<file path="src/rtl/vga_input_pkg.sv">
// Shared types and defaults for the pad-driven cursor path.
// Screen/sprite geometry plus axis direction helpers.
package vga_input_pkg;

   typedef enum logic [1:0] {
      IDLE,
      DELAY,
      REPEAT
   } move_state_t;

   typedef logic [9:0] pos_t;

   // -1 / 0 / +1 along one axis
   typedef logic signed [1:0] dir_t;

   localparam int DEF_SCREEN_W = 640;
   localparam int DEF_SCREEN_H = 480;
   localparam int DEF_SPRITE_W = 16;
   localparam int DEF_SPRITE_H = 16;

   // Opposing presses cancel on their own axis.
   function automatic dir_t axis_dir(
      input logic plus,
      input logic minus
   );
      if (plus && !minus)
         return 2'sd1;
      else if (minus && !plus)
         return -2'sd1;
      else
         return 2'sd0;
   endfunction

endpackage

</file>
<file path="src/rtl/axis_stepper.sv">
// One-axis clamped stepper: moves pos by step toward dir,
// clamped to [0, max_pos]; reports whether the value changed.
module axis_stepper
   import vga_input_pkg::*;
(
   input  pos_t       pos,
   input  dir_t       dir,
   input  pos_t       max_pos,
   input  logic [3:0] step,
   input  logic       enable,
   output pos_t       nxt,
   output logic       changed
);

   logic [10:0] sum;

   // Next position; the 11-bit sum keeps pos+step from wrapping.
   always_comb begin
      sum = {1'b0, pos} + {7'd0, step};
      nxt = pos;
      if (enable) begin
         if (dir == 2'sd1) begin
            if (sum > {1'b0, max_pos})
               nxt = max_pos;
            else
               nxt = sum[9:0];
         end else if (dir == -2'sd1) begin
            if (pos >= pos_t'(step))
               nxt = pos - pos_t'(step);
            else
               nxt = '0;
         end
      end
      changed = (nxt != pos);
   end

endmodule

</file>
<file path="src/rtl/pad_cursor_mover.sv">
// Turns latched pad buttons into a clamped cursor position,
// moving on frame ticks with initial move, hold delay, repeat.
module pad_cursor_mover
   import vga_input_pkg::*;
#(
   parameter int SCREEN_W       = DEF_SCREEN_W,
   parameter int SCREEN_H       = DEF_SCREEN_H,
   parameter int SPRITE_W       = DEF_SPRITE_W,
   parameter int SPRITE_H       = DEF_SPRITE_H,
   parameter int STEP           = 2,
   parameter int START_X        = 312,
   parameter int START_Y        = 232,
   parameter int REPEAT_DELAY   = 15,
   parameter int REPEAT_RATE    = 2,
   parameter int TIMEOUT_CYCLES = 1000000
) (
   input  logic Clock,
   input  logic Reset_n,
   input  logic Up,
   input  logic Down,
   input  logic Left,
   input  logic Right,
   input  logic Readable,
   input  logic Frame_Tick,
   output pos_t Pos_X,
   output pos_t Pos_Y,
   output logic Moved,
   output logic Link_OK
);

   localparam pos_t X_MAX = pos_t'(SCREEN_W - SPRITE_W);
   localparam pos_t Y_MAX = pos_t'(SCREEN_H - SPRITE_H);
   localparam int   RMAX  = (REPEAT_DELAY > REPEAT_RATE) ?
                            REPEAT_DELAY : REPEAT_RATE;
   localparam int   CW    = $clog2(RMAX + 1);
   localparam int   TW    = $clog2(TIMEOUT_CYCLES + 1);

   localparam logic [CW-1:0] CNT_DELAY = CW'(REPEAT_DELAY - 1);
   localparam logic [CW-1:0] CNT_RATE  = CW'(REPEAT_RATE - 1);
   localparam logic [TW-1:0] T_LAST    = TW'(TIMEOUT_CYCLES - 1);
   localparam logic [TW-1:0] T_SAT     = TW'(TIMEOUT_CYCLES);

   logic          readable_d;
   logic          scan;
   logic [3:0]    btn;
   logic [TW-1:0] tcnt;

   move_state_t   state, state_nxt;
   logic [CW-1:0] cnt, cnt_nxt;
   logic          do_move;

   dir_t          dx, dy;
   logic          active;
   pos_t          nx, ny;
   logic          cx, cy;

   assign scan   = Readable & ~readable_d;
   assign dx     = axis_dir(btn[0], btn[1]);
   assign dy     = axis_dir(btn[2], btn[3]);
   assign active = (dx != 2'sd0) | (dy != 2'sd0);

   // Button latch on scan edges; link watchdog releases buttons.
   always_ff @(posedge Clock or negedge Reset_n) begin
      if (!Reset_n) begin
         readable_d <= 1'b0;
         btn        <= '0;
         tcnt       <= '0;
         Link_OK    <= 1'b0;
      end else begin
         readable_d <= Readable;
         if (scan) begin
            btn     <= {Up, Down, Left, Right};
            tcnt    <= '0;
            Link_OK <= 1'b1;
         end else if (tcnt == T_LAST) begin
            tcnt    <= T_SAT;
            btn     <= '0;
            Link_OK <= 1'b0;
         end else if (tcnt != T_SAT) begin
            tcnt <= tcnt + 1'b1;
         end
      end
   end

   // Hold FSM state and repeat counter.
   always_ff @(posedge Clock or negedge Reset_n) begin
      if (!Reset_n) begin
         state <= IDLE;
         cnt   <= '0;
      end else begin
         state <= state_nxt;
         cnt   <= cnt_nxt;
      end
   end

   // Tick-driven move scheduling: first move, delay, repeat.
   always_comb begin
      state_nxt = state;
      cnt_nxt   = cnt;
      do_move   = 1'b0;
      if (Frame_Tick) begin
         unique case (state)
            IDLE: begin
               if (active) begin
                  do_move   = 1'b1;
                  cnt_nxt   = CNT_DELAY;
                  state_nxt = DELAY;
               end
            end
            DELAY, REPEAT: begin
               if (!active) begin
                  cnt_nxt   = '0;
                  state_nxt = IDLE;
               end else if (cnt == '0) begin
                  do_move   = 1'b1;
                  cnt_nxt   = CNT_RATE;
                  state_nxt = REPEAT;
               end else begin
                  cnt_nxt = cnt - 1'b1;
               end
            end
            default: begin
               cnt_nxt   = '0;
               state_nxt = IDLE;
            end
         endcase
      end
   end

   axis_stepper u_step_x (
      .pos     (Pos_X),
      .dir     (dx),
      .max_pos (X_MAX),
      .step    (4'(STEP)),
      .enable  (do_move),
      .nxt     (nx),
      .changed (cx)
   );

   axis_stepper u_step_y (
      .pos     (Pos_Y),
      .dir     (dy),
      .max_pos (Y_MAX),
      .step    (4'(STEP)),
      .enable  (do_move),
      .nxt     (ny),
      .changed (cy)
   );

   // Position register; Moved flags a real coordinate change.
   always_ff @(posedge Clock or negedge Reset_n) begin
      if (!Reset_n) begin
         Pos_X <= pos_t'(START_X);
         Pos_Y <= pos_t'(START_Y);
         Moved <= 1'b0;
      end else begin
         Pos_X <= nx;
         Pos_Y <= ny;
         Moved <= cx | cy;
      end
   end

endmodule

</file>
<file path="config.mk">
export PLATFORM = sky130hd
export DESIGN_NAME = pad_cursor_mover
export DESIGN_NICKNAME = d
export VERILOG_FILES = /design/src/rtl/vga_input_pkg.sv /design/src/rtl/axis_stepper.sv /design/src/rtl/pad_cursor_mover.sv
export SDC_FILE = /design/constraint.sdc
export NUM_CORES = 1
export LEC_CHECK = 0
export ABC_CLOCK_PERIOD_IN_PS = 4150
export CAP_MARGIN = 40
export CELL_PAD_IN_SITES_DETAIL_PLACEMENT = 1
export CELL_PAD_IN_SITES_GLOBAL_PLACEMENT = 1
export CORE_AREA = 2 2 133 109
export DETAILED_ROUTE_END_ITERATION = 10
export DIE_AREA = 0 0 135 111
export PLACE_DENSITY_LB_ADDON = 0.1
export SYNTH_ARGS = -nofsm -noshare
export SYNTH_HDL_FRONTEND = slang
export SYNTH_HIERARCHICAL = 1
export SYNTH_SLANG_ARGS = --single-unit
</file>
<file path="constraint.sdc">
create_clock -name Clock -period 4.15 [get_ports Clock]
set_input_delay 1.245 -clock Clock [delete_from_list [all_inputs] [get_ports Clock]]
set_output_delay 1.245 -clock Clock [all_outputs]
set_load 0.01 [all_outputs]
</file>
==> run_results.csv, run 1 <==
group,metric,value,unit
status,status,"complete, no violations",
logic_synthesis,synth_common_cells,"inv_1, nand2_1, dfrtp_1",
logic_synthesis,synthFlopType,"dfrtp_1",
cells_and_area,antennaDiodeCount,0,
clock_tree,ctsHoldBuffers,0,
place,post-place-ws,-202,ps
floorplan,chipHeight,111,um
sta,slew_viol_final,0,
route,viasPerCell,5.84,
pwr,p_leak,3.06,nW
pwr,p_per_area,742,nW/um2
worst_hold_path,hold_path_end,"btn[3]",
global_route,antenna_found_initial,0,
cells_and_area,fin_nets,872,
floorplan,initial_core_util,40.4,%
route,vias,5850,
logic_synthesis,ys_types,93,
pwr,p_int,2.67,mW
critical_path,arrival,4250,ps
logic_synthesis,synth.most_common_cell,"inv_1",
place,port_buffers,29,
clock_tree,tritoncts,"yes",
route,dr.pass1.iters,7,
cells_and_area,stdcell_count,1001,
logic_synthesis,synth_edf_count,0,
logic_synthesis,yosysTopAreaCellShare,20.1,%
global_route,gr-total-overflow,0,
sta,tightest_slew,765,ps
clock_tree,htreeDepth,2,
worst_hold_path,holdPathStages,1,
sta,hold_viol,0,
sta,period_needed,4060,ps
pwr,p_sw_share,49.7,%
logic_synthesis,syn_area,5590,um2
global_route,grt_max_degree,31,
logic_synthesis,ys_seq_area_share,23.9,%
critical_path,worstReg2RegStart,"Pos_X[1]",
sta,finalClockSkew,6.19,ps
job,drv_cap,0,
floorplan,fp.dieArea,15000,um2
critical_path,crit_fanout,4,
logic_synthesis,postSynthCellCount,692,
sta,fmax,246,MHz
floorplan,die-width,135,um
logic_synthesis,synthArstFlopShare,100,%
floorplan,rows,39,
logic_synthesis,ys_ff_latch,53,
global_route,grt_pass1_wl,31600,um
floorplan,core-area,13900,um2
sta,setup_viol,0,
worst_hold_path,worstHoldPathType,"reg -> reg",
sta,whs,527,ps
route,wl_per_cell,19.7,um
critical_path,cp-start-kind,"register",
sta,timing.final.crit_share,97.8,%
pwr,clkPwrFrac,8.1,%
critical_path,rrSetupSlack,90,ps
route,drc,0,
clock_tree,numCtsBuffers,5,
place,place.gp.congestion,0.956,
logic_synthesis,ys_warn_count,6,
clock_tree,clock_path_buffers,2,
pwr,p_seq_share,16.4,%
worst_hold_path,hold_path_startpoint,"btn[3]",
critical_path,required,4340,ps
pwr,ir_worst_vdd,333,uV
clock_tree,clk_latency,300,ps
critical_path,cp-end-kind,"register",
floorplan,io_pins,30,
route,dr.first_iter.drc_count,405,
sta,slew_headroom,48.8,%
logic_synthesis,yosysTopAreaCell,"dfrtp_1",
route,totalWireLength,19700,um
pwr,power_frac_comb,75.5,%
place,place.detailed.instances,982,
global_route,grt_pass1_vias,5902,
logic_synthesis,synth_area_leaders,"dfrtp_1, ha_1, inv_1",
sta,fin_ws,92.8,ps
clock_tree,clock_sinks,53,
critical_path,critical_path_class,"reg -> reg",
cells_and_area,area_delta_synth_final,27.9,%
critical_path,r2r-end,"Moved",
place,dpl.hpwl,15400,um
clock_tree,path_clk_slew,70,ps
critical_path,r2r_cells,16,
cells_and_area,drive_above_1_share,19.7,%
pwr,switchingPower,2.64,mW
global_route,grt.total_usage,26.6,%
route,antenna_left,0,
logic_synthesis,avgSynthCellArea,8.08,um2
clock_tree,cts_root_buf,"clkbuf_16",
==> kinds of logic after synthesis <==
family,Yosys count,synth area share (%)
simple gates,246,24.0
compound gates,203,26.4
buf+inv,99,7.43
flops,53,23.9
fa+ha+maj,48,11.3
xor+xnor,32,5.01
mux,9,1.86
other cells,2,0.134
==> flip-flops by register name, indices dropped and copies added (netlist names) <==
register,flops
Moved,1
btn,4
Pos_X,10
tcnt,20
readable_d,1
Pos_Y,10
cnt,4
Link_OK,1
state,2
==> critical path, cell delays in order (launching register included) <==
cell and delay [ps]:
dfrtp_1 380, inv_2 60, fa_2 350, or2_4 250
a211oi_4 270, and3_4 260, xnor2_4 90, ha_4 320
nand3_4 90, and3_4 210, a2bb2oi_4 180, nor4_1 450
or3_1 230, o22ai_1 90, nor4_1 190, nand4_1 220
or2_4 300
==> final cells by class <==
cell class / count / area (um2)
Fill cell: 1699 / 6710
Multi-Input combinational cell: 585 / 4330
Sequential cell: 53 / 1340
Timing Repair Buffer: 100 / 846
Inverter: 71 / 267
Tap cell: 184 / 230
Clock buffer: 6 / 129
Clock inverter: 2 / 13.8
==> how the worst max path moves through the flow <==
| stage | from | end | slack, ps |
|---|---|---|---|
| global route | Pos_Y[1] | Moved | -50 |
| floorplan | Pos_Y[1] | Moved | 8 |
| global placement | Pos_X[1] | Moved | -180 |
| detailed placement | Pos_X[1] | Moved | -200 |
| CTS | Pos_Y[1] | Moved | 5 |
| finish | Pos_X[1] | Moved | 90 |
==> through the flow <==
step	total power [mW]	util [%]	instance area (um2)	TNS [ps]
floorplan	2.98	-	5770	0
global placement	4.23	47.6	6600	-180
detailed placement	4.32	47.6	6600	-202
CTS	5.00	49.8	6900	0
global route	5.67	51.6	7150	-53.4
finish	5.31	51.6	7150	0
==> power groups by stage <==
stage	logic (mW)	clock network, mW	registers, mW
after floorplan	2.09	0	0.890
final	4.01	0.428	0.873
after global placement	3.37	0	0.860
after CTS	3.68	0.449	0.863
after global routing	4.31	0.461	0.893
after detailed placement	3.45	0	0.873
==> metal layers <==
metal  track usage (%)  vias to the layer above  wire [um]
met3              3.80                       29       1070
met1              39.1                     2908       9380
li1                  -                     2745          -
met4              6.11                        0        367
met2              41.4                      168       8860
met5                 0                        -          0
==> layout by cell type (no fill, tap or decap), types with 7 or more instances in the layout <==
master	instances
nand2_1	49
a21oi_2	7
o211ai_1	8
a21oi_1	34
nand3_1	25
a21o_1	7
o22ai_1	10
nand4_1	19
nor2_1	41
ha_1	39
xor2_1	8
a211o_1	7
o21ai_0	33
clkdlybuf4s50_1	28
dfrtp_1	45
and3_1	8
nor2b_1	8
conb_1	47
dfstp_2	8
inv_1	69
or3_1	12
xnor2_1	21
nor4_1	11
buf_4	66
nor3_1	23
==> repair_timing <==
item | 4_1_cts | 5_1_grt
gates resized for setup | 28 | 39
setup buffers | 3 | 8
cloned | 0 | 0
pin swaps | 12 | 26
setup endpoints to repair | 1 | 1
Note: power is estimated with default switching activity, not from simulation.
==> run 2, diff against run 1 <==
--- a/config.mk
+++ b/config.mk
@@ -17,3 +17,4 @@
 export SYNTH_HDL_FRONTEND = slang
 export SYNTH_HIERARCHICAL = 1
 export SYNTH_SLANG_ARGS = --single-unit
+export TNS_END_PERCENT = 100
==> constraint.sdc (replaced) <==
create_clock -name Clock -period 4.15 [get_ports Clock]
set_input_delay 1.245 -clock Clock [delete_from_list [all_inputs] [get_ports Clock]]
set_output_delay 1.245 -clock Clock [all_outputs]
set_load 0.1 [all_outputs]
==> run 2 against run 1 <==
  * Utilization grew 0.33 points
  * First-iteration DRC count shrank 2.0%
  * Sequential cell count is the same
  * Clock skew grew 4.9 ps
  * Via count grew 1.4%
  * Cell count grew 0.40%
  * Clock power grew 21%
  * Design area grew 0.65%
  * Sequential power grew 5.8%
  * Global-route usage shrank 0.055 points
  * Highest routed layer unchanged
  * Largest power group unchanged
  * Die area is the same
==> run_results.csv, run 2 (synthesis results as in run 1) <==
group,metric,value,unit
cells_and_area,fillCellCount,1725,
critical_path,critPathSlowestCell,"dfrtp_4",
clock_tree,path_clk_slew,80,ps
critical_path,cp-start-kind,"register",
sta,timing.final.crit_share,99.3,%
cells_and_area,max_flop_register,"tcnt",
job,drv_cap,0,
route,wl_per_cell,19.7,um
cells_and_area,final_cell_mix,"buf_4, inv_1, nand2_1, conb_1",
cells_and_area,area_delta_synth_final,28.7,%
place,dpl.hpwl,15300,um
critical_path,path_buf_inv,0,
clock_tree,ctsHoldBuffers,0,
sta,hold_viol,0,
clock_tree,tritoncts,"yes",
place,post_dp_cell_area,6720,um2
worst_hold_path,worstHoldPathType,"reg -> reg",
cells_and_area,fin_nets,876,
global_route,grt_pass1_vias,5953,
global_route,grt_max_degree,37,
clock_tree,clock_sinks,53,
critical_path,path_cells,"ha_4 > nor2b_4 > o31a_1 > o21ai_2 > xnor2_2 > ha_1 > nand4_1 > or3_4 > o221ai_4 > and2_4 > mux2_4 > a211o_1 > nor4_2 > nand4_1 > or2_4",
sta,setup_viol,0,
floorplan,initial_core_util,40.4,%
sta,finalClockSkew,11.1,ps
place,place.gp.congestion,0.984,
global_route,grt_pass1_wl,31700,um
critical_path,cpMostUsedCell,"nand4_1",
critical_path,cp-end-kind,"register",
critical_path,r2r-end,"Moved",
critical_path,cp.depth,15,
critical_path,cp-startpoint,"Pos_Y[2]",
place,port_buffers,29,
critical_path,arrival,4320,ps
sta,tightest_slew,896,ps
route,dr.first_iter.drc_count,397,
clock_tree,cts_root_buf,"clkbuf_16",
cells_and_area,final_util,52.0,%
route,vias,5931,
sta,fmax,243,MHz
cells_and_area,final_common_cell,"buf_4",
status,status,"complete, no violations",
floorplan,chipHeight,111,um
cells_and_area,drive_above_1_share,22.4,%
cells_and_area,antennaDiodeCount,0,
sta,period_needed,4120,ps
critical_path,worstReg2RegStart,"Pos_Y[2]",
sta,slew_headroom,40.3,%
critical_path,rrSetupSlack,30,ps
sta,whs,525,ps
floorplan,fp.dieArea,15000,um2
global_route,grt.total_usage,26.6,%
route,dr.pass1.iters,5,
critical_path,endpoint,"Moved",
critical_path,required,4350,ps
clock_tree,clk_latency,310,ps
pwr,ir_worst_vdd,405,uV
route,viasPerCell,5.90,
place,place.detailed.instances,986,
clock_tree,clock_path_buffers,2,
cells_and_area,final_area,7200,um2
cells_and_area,largest_reg_flops,20,
global_route,antenna_found_initial,0,
worst_hold_path,holdPathStages,1,
critical_path,crit_fanout,4,
pwr,p_per_area,846,nW/um2
cells_and_area,layout_top_registers,"tcnt x20, Pos_X x10, Pos_Y x10",
critical_path,critPathMaxStageDelay,500,ps
global_route,gr-total-overflow,0,
pwr,p_leak,3.13,nW
route,drc,0,
critical_path,critPathTopFamily,"simple AND/OR/NAND/NOR gates",
sta,slew_viol_final,0,
cells_and_area,stdcell_count,1005,
floorplan,die-width,135,um
route,totalWireLength,19800,um
clock_tree,numCtsBuffers,5,
pwr,total_power,6.09,mW
route,antenna_left,0,
sta,rsz0062_at_grt,"yes",
floorplan,rows,39,
critical_path,critical_path_class,"reg -> reg",
critical_path,r2r_cells,15,
floorplan,io_pins,30,
clock_tree,htreeDepth,2,
floorplan,core-area,13900,um2
==> run 2: cell type report <==
cell class                      count  area (um2)  share of cell area (%)
Multi-Input combinational cell    585        4300                    59.8
Sequential cell                    53        1360                    18.9
Timing Repair Buffer              104         863                    12.0
Inverter                           71         267                    3.70
Tap cell                          184         230                    3.20
Clock buffer                        5         125                    1.74
Clock inverter                      3        50.0                   0.695
==> run 2: worst reg2reg max path, stage by stage (launching register included) <==
cell      delay (ps)
dfrtp_4          500
ha_4             320
nor2b_4           50
o31a_1           360
o21ai_2          210
xnor2_2          120
ha_1             330
nand4_1          100
or3_4            390
o221ai_4          90
and2_4           220
mux2_4           330
a211o_1          280
nor4_2           260
nand4_1          180
or2_4            270
==> run 2: repair_timing <==
item | CTS | global route
pin swaps | 19 | 25
setup buffers | 5 | 6
resized for setup | 13 | 33
hold endpoints to repair | 0 | 0
endpoints found under the setup margin | 1 | 1
==> run 2: where the power goes <==
group | switching (mW) | internal [mW] | leakage [nW]
clock | 0.225 | 0.291 | 0.0859
combinational | 2.88 | 1.77 | 2.38
sequential | 0.213 | 0.711 | 0.658
==> run 2: how the worst min path moves through the flow <==
stage	startpoint	endpoint	slack, ps
after floorplan	btn[1]	btn[1]	470
after global placement	btn[3]	btn[3]	490
after detailed placement	btn[1]	btn[1]	500
after CTS	btn[1]	btn[1]	520
after global routing	btn[1]	btn[1]	540
final	btn[1]	btn[1]	520
==> run 2: stage by stage <==
step / setup TNS (ps) / setup WS, ps
floorplan: 0 / 18.1
global placement: -87.0 / -87.0
detailed placement: -96.0 / -96.0
CTS: 0 / 12.6
global route: -171 / -171
finish: 0 / 28.8
==> run 2: routing by layer <==
layer	vias to the layer above	wire length, um	global-route usage, %
li1	2762	-	-
met1	2944	9510	39.3
met2	198	9020	41.6
met3	27	1010	3.48
met4	0	248	5.28
met5	-	0	0
